==> src/rtl/pool_ctrl.sv <==
// ---------------------------------------------------------------------------
// pool_ctrl
//   Sequencer for the max-pool layer. Accepts one pixel per handshake from
//   the previous layer and broadcasts the write enable to every per-channel
//   sliding-window buffer. It tracks the raster position in the frame and,
//   for each stride-aligned complete window, holds the pooled result stable
//   until the next layer can take it.
//
// Optional build macro: POOL_CTRL_STALL_CNT_EN
//   When defined, adds o_stall_cycles: a saturating count of the cycles spent
//   waiting on i_next_busy. It is cleared by reset and by an accepted i_start.
//
// Ports
//   clk             clock, all state on the rising edge
//   rst             asynchronous active-low reset
//   i_start         frame start pulse, honoured only in IDLE
//   i_prev_valid    previous layer presents a pixel (all channels)
//   o_busy          high = pixel not accepted this cycle
//   o_ibuf_we       broadcast write enable to the channel input buffers
//   o_func_start    pooled window valid; pool outputs stable while high
//   i_next_busy     next layer cannot take a result
//   o_next_start    one-cycle pulse: next layer captures the pooled data
//   o_out_row/col   output-map position of the current/last emitted result
//   o_done          one-cycle pulse at the end of the frame
//   o_stall_cycles  (macro only) backpressure cycle count, 16 bits
//
// States
//   state | meaning
//   IDLE  | waiting for i_start, input side busy
//   LOAD  | accepting pixels, watching for a complete window
//   WAIT  | window presented, waiting for the next layer to be free
//   EMIT  | o_next_start pulse, the next layer captures the result
//   DONE  | o_done pulse, then back to IDLE
// ---------------------------------------------------------------------------
module pool_ctrl #(
    parameter int img_width  = 28,
    parameter int kernel_dim = 2,
    parameter int stride     = 2,
    localparam int out_dim   = (img_width - kernel_dim) / stride + 1,
    localparam int ow        = (out_dim > 1) ? $clog2(out_dim) : 1,
    localparam int cw        = (img_width > 1) ? $clog2(img_width) : 1
) (
    input  logic          clk,
    input  logic          rst,
    input  logic          i_start,
    input  logic          i_prev_valid,
    output logic          o_busy,
    output logic          o_ibuf_we,
    output logic          o_func_start,
    input  logic          i_next_busy,
    output logic          o_next_start,
    output logic [ow-1:0] o_out_row,
    output logic [ow-1:0] o_out_col,
    output logic          o_done
`ifdef POOL_CTRL_STALL_CNT_EN
    ,
    output logic [15:0]   o_stall_cycles
`endif
);

    localparam logic [cw-1:0] LAST_IDX = cw'(img_width - 1);

    typedef enum logic [2:0] {IDLE, LOAD, WAIT, EMIT, DONE} state_t;

    state_t        state_q;
    logic [cw-1:0] row_q;
    logic [cw-1:0] col_q;
    logic          last_q;
    logic          busy_q;
    logic          func_start_q;
    logic          next_start_q;
    logic          done_q;
    logic [ow-1:0] out_row_q;
    logic [ow-1:0] out_col_q;

    logic          accept;
    logic          at_row_end;
    logic          at_last;
    logic          win_hit;
    logic [ow-1:0] win_row;
    logic [ow-1:0] win_col;
    int            row_rel;
    int            col_rel;

    // busy_q is only low in LOAD; the state term keeps the write strictly
    // confined to LOAD even if that relationship is ever changed.
    assign accept     = i_prev_valid & ~busy_q & (state_q == LOAD);
    assign at_row_end = (col_q == LAST_IDX);
    assign at_last    = at_row_end && (row_q == LAST_IDX);

    // Window check on the position of the pixel being accepted: the window
    // whose bottom-right corner sits here is complete when it lies on the
    // stride grid and inside the output map.
    always_comb begin
        row_rel = int'(row_q) - (kernel_dim - 1);
        col_rel = int'(col_q) - (kernel_dim - 1);
        win_hit = 1'b0;
        win_row = '0;
        win_col = '0;
        if ((row_rel >= 0) && (col_rel >= 0) &&
            ((row_rel % stride) == 0) && ((col_rel % stride) == 0) &&
            ((row_rel / stride) < out_dim) && ((col_rel / stride) < out_dim)) begin
            win_hit = 1'b1;
            win_row = ow'(row_rel / stride);
            win_col = ow'(col_rel / stride);
        end
    end

    always_ff @(posedge clk or negedge rst) begin
        if (!rst) begin
            state_q      <= IDLE;
            row_q        <= '0;
            col_q        <= '0;
            last_q       <= 1'b0;
            busy_q       <= 1'b1;
            func_start_q <= 1'b0;
            next_start_q <= 1'b0;
            done_q       <= 1'b0;
            out_row_q    <= '0;
            out_col_q    <= '0;
        end else begin
            next_start_q <= 1'b0;
            done_q       <= 1'b0;
            case (state_q)
                IDLE: begin
                    if (i_start) begin
                        state_q <= LOAD;
                        row_q   <= '0;
                        col_q   <= '0;
                        last_q  <= 1'b0;
                        busy_q  <= 1'b0;
                    end
                end
                LOAD: begin
                    if (accept) begin
                        last_q <= at_last;
                        if (at_row_end) begin
                            col_q <= '0;
                            if (!at_last) begin
                                row_q <= row_q + 1'b1;
                            end
                        end else begin
                            col_q <= col_q + 1'b1;
                        end
                        if (win_hit) begin
                            state_q      <= WAIT;
                            busy_q       <= 1'b1;
                            func_start_q <= 1'b1;
                            out_row_q    <= win_row;
                            out_col_q    <= win_col;
                        end else if (at_last) begin
                            state_q <= DONE;
                            busy_q  <= 1'b1;
                            done_q  <= 1'b1;
                        end
                    end
                end
                WAIT: begin
                    if (!i_next_busy) begin
                        state_q      <= EMIT;
                        next_start_q <= 1'b1;
                    end
                end
                EMIT: begin
                    func_start_q <= 1'b0;
                    if (last_q) begin
                        state_q <= DONE;
                        done_q  <= 1'b1;
                    end else begin
                        state_q <= LOAD;
                        busy_q  <= 1'b0;
                    end
                end
                DONE: begin
                    state_q <= IDLE;
                end
                default: begin
                    state_q      <= IDLE;
                    busy_q       <= 1'b1;
                    func_start_q <= 1'b0;
                end
            endcase
        end
    end

    assign o_busy       = busy_q;
    assign o_ibuf_we    = accept;
    assign o_func_start = func_start_q;
    assign o_next_start = next_start_q;
    assign o_out_row    = out_row_q;
    assign o_out_col    = out_col_q;
    assign o_done       = done_q;

`ifdef POOL_CTRL_STALL_CNT_EN
    logic [15:0] stall_q;

    always_ff @(posedge clk or negedge rst) begin
        if (!rst) begin
            stall_q <= '0;
        end else if ((state_q == IDLE) && i_start) begin
            stall_q <= '0;
        end else if ((state_q == WAIT) && i_next_busy && (stall_q != 16'hFFFF)) begin
            stall_q <= stall_q + 1'b1;
        end
    end

    assign o_stall_cycles = stall_q;
`endif

endmodule

==> config.mk <==
export PLATFORM = sky130hd
export DESIGN_NAME = pool_ctrl
export DESIGN_NICKNAME = d
export VERILOG_FILES = /design/src/rtl/pool_ctrl.sv
export SDC_FILE = /design/constraint.sdc
export NUM_CORES = 1
export LEC_CHECK = 0
export BUFFER_PORTS_ARGS = -buffer_cell sky130_fd_sc_hd__buf_2
export CORE_MARGIN = 2
export CORE_UTILIZATION = 30
export CTS_CLUSTER_DIAMETER = 30
export DETAILED_ROUTE_END_ITERATION = 16
export SLEW_MARGIN = 20
export SYNTH_ARGS = -nofsm -noshare
export SYNTH_HDL_FRONTEND = slang
export SYNTH_SLANG_ARGS = --single-unit
==> constraint.sdc <==
create_clock -name clk -period 11.3 [get_ports clk]
set_input_delay 2.26 -clock clk [delete_from_list [all_inputs] [get_ports clk]]
set_output_delay 2.26 -clock clk [all_outputs]
set_load 0.02 [all_outputs]
==> results.yml <==
timing:
  min_period_over_period_pct: 46.27
  timing.hold.ws_ns: 0.5207
  min_period_ns: 5.228
  max-slew-margin-rel_pct: 54.71
  rsz0062_at_grt: "false"
  tightestPinTransition_ns: 0.6763
  fin_ws_ns: 6.072
  skew_ns: 0.002814
  finalSetupViolations: 0
  finalMaxSlewViolations: 0
  fin_tns_setup_ns: 0
  max_freq_ghz: 0.1913
  finalHoldViolations: 0
logic_synthesis:
  synth_fp_nets: 244
  synth.most_common_cell: "dfrtp_1"
  synthTopCellsByCount: "dfrtp_1, ha_1, nand3_1, nor2_1, o21ai_0"
  ys_seq_area_share_pct: 31.44
  ys_types: 51
  synthTopCellsByArea: "dfrtp_1, ha_1, mux2_4, nand3_1, o21ai_0"
  yosys_warnings: 0
  synth_area_sq_mm: 0.002073
  ys_async_sr_fraction_pct: 100.0
  ys_ff_latch: 26
  synth.largest_area_cell: "dfrtp_1"
  synthSimpleGateAreaFrac_pct: 24.20
  syn_avg_cell_area_sq_um: 9.510
  synth-compound-area-share_pct: 14.00
  synth_top_family_by_area: "simple AND/OR/NAND/NOR gates"
  synthMuxAreaShare_pct: 7.302
  synth_xor_area_share_pct: 5.854
  synth_top_area_share_pct: 30.18
  synth-main-ff-cell: "dfrtp_1"
  syn_inst: 218
  synth-edff-count: 0
  synth-adder-area-share_pct: 12.67
floorplan:
  start_util_pct: 30.69
  core-area_sq_mm: 0.006756
  dieArea_sq_mm: 0.007592
  die_y_microns: 87.13
  die_w_microns: 87.13
  core.rowCount: 30
  ios: 18
critical_path:
  worst-path-buf-inv: 2
  end_kind: "output port"
  cp.arrival_ns: 2.97
  start_kind: "primary input"
  path_cells: "buf_2 -> nor2b_1 -> and2_1 -> buf_2"
  cp_max_fo: 6
  slowest_delay_ns: 0.26
  crit_type: "in -> out"
  cpLargestDelayFamily: "simple AND/OR/NAND/NOR gates"
  crit_required_ns: 9.04
  slowest_stage: "and2_1"
  crit_top_cell: "buf_2"
  regToRegSetupSlack_ns: 7.24
global_routing:
  busiest_layer: "met2"
  grt_pass1_vias: 1472
  grt_max_degree: 27
  grt_use_met2_pct: 17.56
  use_met1_pct: 17.10
  grt_pass1_wl_microns: 7058
  grt.overflow.total: 0
  grt_use_met3_pct: 1.801
  grt_usage_pct: 11.56
  antenna_found_initial: 0
placement:
  dp_cells: 303
  gp_congestion: 0.8709
  io_buffers: 17
  dp_slack_ns: 6.085
  place_area_sq_mm: 0.002198
  dp_hpwl_microns: 3124
layout:
  finish.instance_area_sq_mm: 0.002275
  insertedDiodeCount: 0
  fin_cells: 307
  final_nets: 254
  drive_gt1_share_pct: 19.82
  areaGrowthSynthToFinish_pct: 9.716
clock_tree:
  cts.repair.resized: 0
  cts.path.max_buffers: 2
  cts_setup_buffers: 0
  root_buffer: "clkbuf_8"
  clk_latency_ns: 0.28
  cts_tree: "done"
  cts.sinks: 26
  cts_made_buffers: 3
  htreeDepth: 1
  hold_buffers: 0
  cts.clk_slew.worst_paths_ns: 0.10
hold_path:
  hold_class: "reg -> reg"
power_and_ir_drop:
  vdd_ir_drop_max_mv: 0.07498
  powerDensity_mw_per_mm2: 265.0
  total_leakage_power_nw: 1.016
detailed_routing:
  firstDrtPassIters: 4
  vias: 1588
  viasPerCell: 5.173
  drc: 0
  wl_per_cell_microns: 13.42
  routed_wl_microns: 4120
  drt_iter0_drc: 72
  ant_nets: 0
status:
  status: "complete, no violations"
flow_run:
  drv_cap: 0
per-stage QoR:
stage / power, W / util (%)
detailed placement: 0.0005245 / 32.54
floorplan: 0.0004520 / -
CTS: 0.0006073 / 33.59
global placement: 0.0005169 / 32.54
global route: 0.0006628 / 33.67
finish: 0.0006027 / 33.67
area by class of cell:
cell class	count	area, sq um
Fill cell	714	4482
Multi-Input combinational cell	171	1333
Sequential cell	26	651.9
Tap cell	80	100.1
Clock buffer	3	41.29
Clock inverter	1	30.03
Timing Repair Buffer	17	85.08
Inverter	9	33.78
cells by family (layout without fill, tap and decap cells):
family / count (synthesis) / in the layout
xor gates and xnor gates: 13 / 13
buffers and inverters: 21 / 30
adders and majority gates: 21 / 21
AOI/OAI and AO/OA: 43 / 43
and+or+nand+nor: 83 / 83
muxes: 11 / 11
DFF: 26 / 26
layer usage:
| metal | wire, microns | share of wire [%] |
|---|---|---|
| met1 | 2100 | 51 |
| met2 | 1876 | 46 |
| met4 | 23 | 0.56 |
| met3 | 120 | 2.9 |
| met5 | 0 | 0 |
placed cells by master, fill, tap and decap left out, types with 2 or more instances in the layout:
cell	instances
a21o_1	2
a21oi_1	2
a22oi_1	3
a31o_1	3
a31oi_1	4
and2_1	3
and3b_1	2
buf_2	17
clkbuf_8	3
dfrtp_1	25
ha_1	21
inv_1	9
mux2_4	8
mux2i_1	2
nand2_1	12
nand2b_1	4
nand3_1	16
nand4_1	4
nor2_1	16
nor2b_1	4
nor3_1	5
nor3_2	2
nor3b_2	3
o211ai_1	3
o21a_1	2
o21ai_0	15
o22ai_1	2
o31ai_1	3
xnor2_1	4
xor2_1	8
sequential cells by signal (all words and copies together), names as in the netlist:
signal / cells
col_q: 5
last_q: 1
o_busy: 1
o_done: 1
o_func_start: 1
o_next_start: 1
o_out_col: 4
o_out_row: 4
row_q: 5
state_q: 3
power by group:
group | switching (W) | internal, W | total, W
Clock | 0.0000334 | 0.0000475 | 0.0000809
Combinational | 0.000196 | 0.000154 | 0.000351
Sequential | 0.0000491 | 0.000122 | 0.000171
Total | 0.000279 | 0.000324 | 0.000603
final timing paths:
check / start / end / cells past startpoint
min: o_out_row[1]$_DFFE_PN0P_ / o_out_row[1]$_DFFE_PN0P_ / 1
max reg2reg: col_q[2]$_DFFE_PN0P_ / o_out_col[2]$_DFFE_PN0P_ / 13
min in group asynchronous: rst / col_q[4]$_DFFE_PN0P_ / 1
max: i_prev_valid / o_ibuf_we / 4
max in group asynchronous: rst / o_out_row[0]$_DFFE_PN0P_ / 1
min reg2reg: o_out_row[1]$_DFFE_PN0P_ / o_out_row[1]$_DFFE_PN0P_ / 1
Power figures use the tool's default switching activity.
